===== src/rtl/ProcessorDefs.sv =====
// ---------------------------------------------------------------------------
// ProcessorDefs
//   Shared processor type definitions.
//   arb_state_t : ownership state of the instruction/data memory port arbiter
//   grant_t     : which requester was granted last; also consumed by
//                 debug/trace logic, so its encoding is part of the interface
// ---------------------------------------------------------------------------
package ProcessorDefs;

  typedef enum logic [1:0] {
    IDLE,
    OWN_I,
    OWN_D
  } arb_state_t;

  typedef enum logic {
    GRANT_INST,
    GRANT_DATA
  } grant_t;

endpackage : ProcessorDefs


===== src/rtl/mem_port_arbiter.sv =====
// ---------------------------------------------------------------------------
// mem_port_arbiter
//   Shares one single-ported memory between the instruction fetch path and
//   the data load/store path. Conflicts are resolved round-robin, or always
//   in favour of data when DATA_PRIORITY = 1. Once a request has been sent
//   to a stalling memory it keeps the port until the memory completes it.
//
// Ports
//   i_clock, i_reset        clock; synchronous active-low reset
//   i_inst_*, o_inst_*      fetch request in, fetched word / busy out
//   i_data_*, o_data_*      load/store request in, load data / busy out
//   o_mem_*                 shared memory request (combinational from inputs)
//   i_mem_rdata, i_mem_busy memory read data and stall
// ---------------------------------------------------------------------------
module mem_port_arbiter
  import ProcessorDefs::*;
#(
  parameter int ADDR_WIDTH    = 32,
  parameter int DATA_WIDTH    = 32,
  parameter bit DATA_PRIORITY = 1'b0
) (
  input  logic                    i_clock,
  input  logic                    i_reset,
  // instruction fetch port
  input  logic [ADDR_WIDTH-1:0]   i_inst_addr,
  input  logic                    i_inst_re,
  output logic [DATA_WIDTH-1:0]   o_inst_inst,
  output logic                    o_inst_busy,
  // data load/store port
  input  logic [ADDR_WIDTH-1:0]   i_data_addr,
  input  logic                    i_data_re,
  input  logic                    i_data_we,
  input  logic [DATA_WIDTH/8-1:0] i_data_be,
  input  logic [DATA_WIDTH-1:0]   i_data_wdata,
  output logic [DATA_WIDTH-1:0]   o_data_rdata,
  output logic                    o_data_busy,
  // shared memory
  output logic [ADDR_WIDTH-1:0]   o_mem_addr,
  output logic                    o_mem_re,
  output logic                    o_mem_we,
  output logic [DATA_WIDTH/8-1:0] o_mem_be,
  output logic [DATA_WIDTH-1:0]   o_mem_wdata,
  input  logic [DATA_WIDTH-1:0]   i_mem_rdata,
  input  logic                    i_mem_busy
);

  localparam int BE_WIDTH = DATA_WIDTH / 8;

  arb_state_t r_state;
  arb_state_t w_next_state;
  grant_t     r_last_grant;
  grant_t     w_next_last_grant;

  logic w_inst_req;
  logic w_data_req;
  logic w_fwd_inst;
  logic w_fwd_data;

  assign w_inst_req = i_inst_re;
  assign w_data_req = i_data_re | i_data_we;

  // Read data goes to both ports unconditionally; busy tells each port
  // whether the word is meant for it.
  assign o_inst_inst  = i_mem_rdata;
  assign o_data_rdata = i_mem_rdata;

  // -------------------------------------------------------------------------
  // Winner selection and next-state logic
  // -------------------------------------------------------------------------
  // NOTE: every signal written here gets a default on the first lines of the
  // block, so no path can leave one unassigned and infer a latch.
  always_comb begin
    w_fwd_inst        = 1'b0;
    w_fwd_data        = 1'b0;
    w_next_state      = r_state;
    w_next_last_grant = r_last_grant;

    unique case (r_state)
      IDLE: begin
        if (w_inst_req && w_data_req) begin
          // Conflict: data wins if configured so, otherwise whoever was
          // not served last.
          if (DATA_PRIORITY || (r_last_grant == GRANT_INST)) w_fwd_data = 1'b1;
          else                                               w_fwd_inst = 1'b1;
        end else begin
          w_fwd_inst = w_inst_req;
          w_fwd_data = w_data_req;
        end

        if (w_fwd_inst) begin
          if (i_mem_busy) w_next_state      = OWN_I;
          else            w_next_last_grant = GRANT_INST;
        end else if (w_fwd_data) begin
          if (i_mem_busy) w_next_state      = OWN_D;
          else            w_next_last_grant = GRANT_DATA;
        end
      end

      OWN_I: begin
        // Locked to the fetch; a dropped request releases the port without
        // counting as a grant.
        w_fwd_inst = w_inst_req;
        if (w_inst_req && i_mem_busy) begin
          w_next_state = OWN_I;
        end else begin
          w_next_state = IDLE;
          if (w_inst_req) w_next_last_grant = GRANT_INST;
        end
      end

      OWN_D: begin
        w_fwd_data = w_data_req;
        if (w_data_req && i_mem_busy) begin
          w_next_state = OWN_D;
        end else begin
          w_next_state = IDLE;
          if (w_data_req) w_next_last_grant = GRANT_DATA;
        end
      end

      default: w_next_state = IDLE;
    endcase

    // Reset silences the memory port regardless of state.
    if (!i_reset) begin
      w_fwd_inst = 1'b0;
      w_fwd_data = 1'b0;
    end
  end

  // -------------------------------------------------------------------------
  // Memory request mux
  // -------------------------------------------------------------------------
  always_comb begin
    o_mem_addr  = '0;
    o_mem_re    = 1'b0;
    o_mem_we    = 1'b0;
    o_mem_be    = '0;
    o_mem_wdata = '0;
    if (w_fwd_inst) begin
      o_mem_addr = i_inst_addr;
      o_mem_re   = 1'b1;
      o_mem_be   = {BE_WIDTH{1'b1}};
    end else if (w_fwd_data) begin
      o_mem_addr  = i_data_addr;
      o_mem_re    = i_data_re;
      o_mem_we    = i_data_we;
      o_mem_be    = i_data_be;
      o_mem_wdata = i_data_wdata;
    end
  end

  // A requester is released only in the cycle its own forwarded request
  // completes; during reset both ports report busy.
  assign o_inst_busy = ~i_reset | (w_inst_req & ~(w_fwd_inst & ~i_mem_busy));
  assign o_data_busy = ~i_reset | (w_data_req & ~(w_fwd_data & ~i_mem_busy));

  // -------------------------------------------------------------------------
  // State registers
  // -------------------------------------------------------------------------
  // NOTE: non-blocking assignments so every register samples pre-edge values,
  // independent of statement order or of other always_ff blocks.
  always_ff @(posedge i_clock) begin
    if (!i_reset) begin
      r_state      <= IDLE;
      r_last_grant <= GRANT_DATA;   // first conflict after reset goes to fetch
    end else begin
      r_state      <= w_next_state;
      r_last_grant <= w_next_last_grant;
    end
  end

endmodule : mem_port_arbiter


===== config.mk =====
export PLATFORM = sky130hd
export DESIGN_NAME = mem_port_arbiter
export DESIGN_NICKNAME = d
export VERILOG_FILES = /design/src/rtl/ProcessorDefs.sv /design/src/rtl/mem_port_arbiter.sv
export SDC_FILE = /design/constraint.sdc
export NUM_CORES = 1
export LEC_CHECK = 0
export ABC_AREA = 1
export BUFFER_PORTS_ARGS = -buffer_cell sky130_fd_sc_hd__buf_2
export CORE_AREA = 10 10 97 99
export DETAILED_ROUTE_END_ITERATION = 7
export DIE_AREA = 0 0 107 109
export PLACE_DENSITY = 0.66
export SLEW_MARGIN = 0
export SYNTH_ARGS = -nofsm -noshare
export SYNTH_HDL_FRONTEND = slang
export SYNTH_SLANG_ARGS = --single-unit
export TNS_END_PERCENT = 1

===== constraint.sdc =====
create_clock -name i_clock -period 3.13 [get_ports i_clock]
set_input_delay 0.313 -clock i_clock [delete_from_list [all_inputs] [get_ports i_clock]]
set_output_delay 0.313 -clock i_clock [all_outputs]
set_load 0.01 [all_outputs]

# After elaboration in Yosys (flattened, before gate mapping)
# Index checks and enable logic that the tools add are counted.
# totals
register_bits	3
inputBits	138
output_inout_bits	136
elab_cells	67
# classes
n_eq_ne	11
mux	36
bitwise	11
n_reduce_logical	7
# op_table
operator	count
$mux W32	4
$mux W1	21
$ne A3 B3 Y1 const B	4
$mux W2	5
$mux W4	2
$ne A2 B2 Y1 const B	4
$reduce_and A8 Y1	1
$pmux W2 S3	1
$and A1 B1 Y1	4
$not A1 Y1	4
$pmux W1 S2	2
$logic_and A1 B1 Y1	3
$ne A3 B1 Y1 const B	1
$or A1 B1 Y1	3
$pmux W1 S3	1
$reduce_and A3 Y1	1
$reduce_bool A3 Y1	1
$eq A2 B1 Y1 const B	1
$eq A2 B2 Y1 const B	1
$logic_not A2 Y1	1

# Logic depth before layout (Yosys ltp)
# depth
word_depth	10
depth_mapped	10
ltp_nobuf	10

# Worst setup path after synthesis
# OpenSTA, ideal clock, no wires.
# synth_path
path_type	reg2out
start	reg r_state[0]
end	out o_mem_wdata[10]
arrival_ns	1.393
slack_ns	1.424
stages_incl_launch_ff	9
n_path_buf	2
path_cell_list	dfxtp_1 inv_1 ha_1 nand3_2 nand2_2 nand2_4 clkbuf_8 clkbuf_8 nor2_1
# synth_via
elab_chain_len	5
elab_cells_between_ends	9
# synth_lines
item	line	text
from (decl)	mem_port_arbiter.sv:49	arb_state_t r_state;
from (signal assigned)	mem_port_arbiter.sv:168	r_state <= w_next_state;
$eq A2 B2 Y1 / $logic_not A2 Y1 (equally long branches)	mem_port_arbiter.sv:78	unique case (r_state)
$pmux W1 S2	mem_port_arbiter.sv:78	
$mux W1	mem_port_arbiter.sv:125	if (!i_reset) begin
$mux W32	mem_port_arbiter.sv:144	end else if (w_fwd_data) begin
$mux W32 *	mem_port_arbiter.sv:140	if (w_fwd_inst) begin
to (decl)	mem_port_arbiter.sv:42	output logic [DATA_WIDTH-1:0] o_mem_wdata,
# Mark *: on every way between the ends. The rest lies on a longest branch, timed or not.

# Final worst setup path
# layout_path
start	reg r_state[0]
end	out o_mem_we
# layout_via
elab_chain_len	5
elab_cells_between_ends	9
# layout_lines
item	line	text
$eq A2 B2 Y1 / $logic_not A2 Y1 (equally long branches)	mem_port_arbiter.sv:78	
$pmux W1 S2	mem_port_arbiter.sv:78	
$mux W1	mem_port_arbiter.sv:125	
$mux W1	mem_port_arbiter.sv:144	
$mux W1 *	mem_port_arbiter.sv:140	
to (decl)	mem_port_arbiter.sv:40	output logic o_mem_we,
# Marked as above.

==> results.json <==
{
  "status": "completed",
  "clkPwrFrac": 0.098,
  "synth_top_family_by_area": "simple AND/OR/NAND/NOR gates",
  "routedWlPerCell_um": 13.8,
  "pre_cts_slack_ps": 718,
  "ir_drop_mv": 0.248,
  "totalWireLength_um": 7170,
  "grt_pass1_vias": 2089,
  "clk-insertion-delay-late_ps": 210,
  "rows": 32,
  "crit_type": "reg2out",
  "avgSynthCellArea_um2": 5.48,
  "synth-seq-cells": 3,
  "place_congestion": 0.845,
  "crit_fanout": 33,
  "holdBufCountCts": 0,
  "grt_pass1_wl_um": 9920,
  "switching_share": 0.579,
  "routed_via_density": 4.25,
  "hp-class": "reg2reg",
  "arrival_ps": 2330,
  "synthAdderAreaFrac": 0.0289,
  "combPwrFrac": 0.844,
  "yosysTopAreaCellShare": 0.282,
  "maxSlewHeadroom": 0.712,
  "post_cts_resized": 0,
  "vias": 2211,
  "ioPinCount": 274,
  "p_leak_nw": 1.48,
  "drt_iter0_markers": 68,
  "syn-cell-area_um2": 1730,
  "drive_gt1_frac": 0.459,
  "power.density_nw_per_um2": 522,
  "post_cts_buffers": 0,
  "setup_tns_ps": 0,
  "cts-root-buf": "clkbuf_8",
  "required_ps": 2820,
  "synth_top_area_cell": "buf_4",
  "max_freq_mhz": 378,
  "layout_common_cells": "buf_2, nand2_1, nand3_1, nor2_1, inv_1",
  "slew_viol_final": 0,
  "antenna_found_initial": 0,
  "initial_core_util": 0.230,
  "end_kind": "output pin",
  "synth-simple-area-share": 0.497,
  "seq_area_frac_synth": 0.0347,
  "die_width_um": 107,
  "synth_mux_area_frac": 0,
  "track_usage": 0.102,
  "synth_cell_type_count": 22,
  "io_buffer_count": 177,
  "synth-compound-area-share": 0.0347,
  "maxCapViolations": 0,
  "final_common_cell": "buf_2",
  "internal_power_mw": 0.477,
  "critPathLaunchType": "flop",
  "n_antenna_cell": 0,
  "fin_ws_ps": 483,
  "timing.hold.ws_ps": 478,
  "rsz0062_at_grt": "false",
  "ctsLongestPathBuffers": 2,
  "ys_top_cells_by_area": "buf_4, nand2_1, nand3_1",
  "clock-skew-final_ps": 2.54,
  "clock-sinks": 3,
  "fin_nets": 561,
  "worst_slew_pin_slew_ps": 433,
  "hpwl_um": 6140,
  "gr-total-overflow": 0,
  "h-tree-depth": 1,
  "synth-xor-area-share": 0,
  "drc": 0,
  "r2r_setup_slack_ps": 1750,
  "yosys_warnings": 0,
  "synth_cells": 316,
  "ant_nets": 0,
  "hold_violations": 0,
  "core-area_um2": 7530,
  "p_switching_mw": 0.654,
  "die_height_um": 109,
  "n_fill_cell": 892,
  "clkTransAtPathRegs_ps": 30,
  "drt-pass1-iter-count": 4,
  "setup_viol": 0,
  "min_period_over_period": 0.846,
  "seqPwrFrac": 0.058,
  "dieArea_um2": 11700,
  "min_period_ps": 2650,
  "numCtsBuffers": 3,
  "syn_to_final_growth_pct": 25.1,
  "grt_max_degree": 42,
  "cts_tree": "built",
  "synth_fp_nets": 458
}
## registers in the layout, summed over array words and instances (netlist names)
register,flops
r_state,2
r_last_grant,1
## power by group through the flow
| stage | Sequential, mW | Clock (mW) | Combinational (mW) |
|---|---|---|---|
| 2_1_floorplan | 0.0630 | 0 | 0.790 |
| 3_3_place_gp | 0.0645 | 0 | 0.954 |
| 3_5_place_dp | 0.0657 | 0 | 0.971 |
| 4_1_cts | 0.0652 | 0.114 | 0.975 |
| 5_1_grt | 0.0690 | 0.121 | 1.08 |
| 6_report | 0.0651 | 0.111 | 0.955 |
## metrics by stage
| step | power (mW) | cells | util | cell area, um^2 |
|---|---|---|---|---|
| after floorplan | 0.853 | 316 | - | 1730 |
| after global placement | 1.02 | 516 | 0.282 | 2120 |
| after detailed placement | 1.04 | 516 | 0.282 | 2120 |
| after CTS | 1.15 | 520 | 0.288 | 2170 |
| after global routing | 1.27 | 520 | 0.288 | 2170 |
| final | 1.13 | 520 | 0.288 | 2170 |
## cells in the mapped netlist
cell	instances
nand3_2	1
inv_4	1
clkbuf_1	2
nand2_4	1
buf_2	3
o21ai_2	1
clkbuf_8	3
a31oi_1	1
nor2_1	37
buf_6	7
o21ai_0	6
buf_4	65
ha_1	4
dfxtp_1	3
nand3_1	43
inv_2	1
nand2_8	1
a21oi_1	3
nand2_1	112
nor2_8	1
nand2_2	4
inv_1	16
## worst paths after layout
check,cells after the start,start,end
min,2,r_last_grant$_SDFFE_PN1P_,r_last_grant$_SDFFE_PN1P_
min reg2reg,2,r_last_grant$_SDFFE_PN1P_,r_last_grant$_SDFFE_PN1P_
max reg2reg,10,r_state[0]$_SDFFE_PN0P_,r_last_grant$_SDFFE_PN1P_
max,9,r_state[0]$_SDFFE_PN0P_,o_mem_we
## cell families (layout without fill, tap and decap cells)
family	after synthesis	after routing
and+or+nand+nor	200	200
AOI/OAI and AO/OA	11	11
adders and majority gates	4	4
DFF	3	3
buffers and inverters	98	200
## cell type report
type	count	area [um^2]	area share
Clock buffer	4	45.0	0.0208
Multi-Input combinational cell	215	971	0.448
Timing Repair Buffer	178	893	0.412
Inverter	18	70.1	0.0323
Sequential cell	3	60.1	0.0277
Tap cell	102	128	0.0589
## per-layer routing
layer,GRT usage,vias to the layer above,wire length (um)
li1,-,1115,-
met1,0.106,948,2750
met2,0.179,126,3480
met3,0.0454,22,785
met4,0.0397,0,150
met5,0,-,0
## worst max-delay path, cell delays in order (launching register included)
cell and delay, ps:
dfxtp_1 320, inv_1 100, ha_1 270, nand3_2 110, nand2_2 140, nand2_4 220, nor2_8 430, inv_1 220
nor2_1 140, buf_2 150
Note: power is estimated with default switching activity, not from simulation.
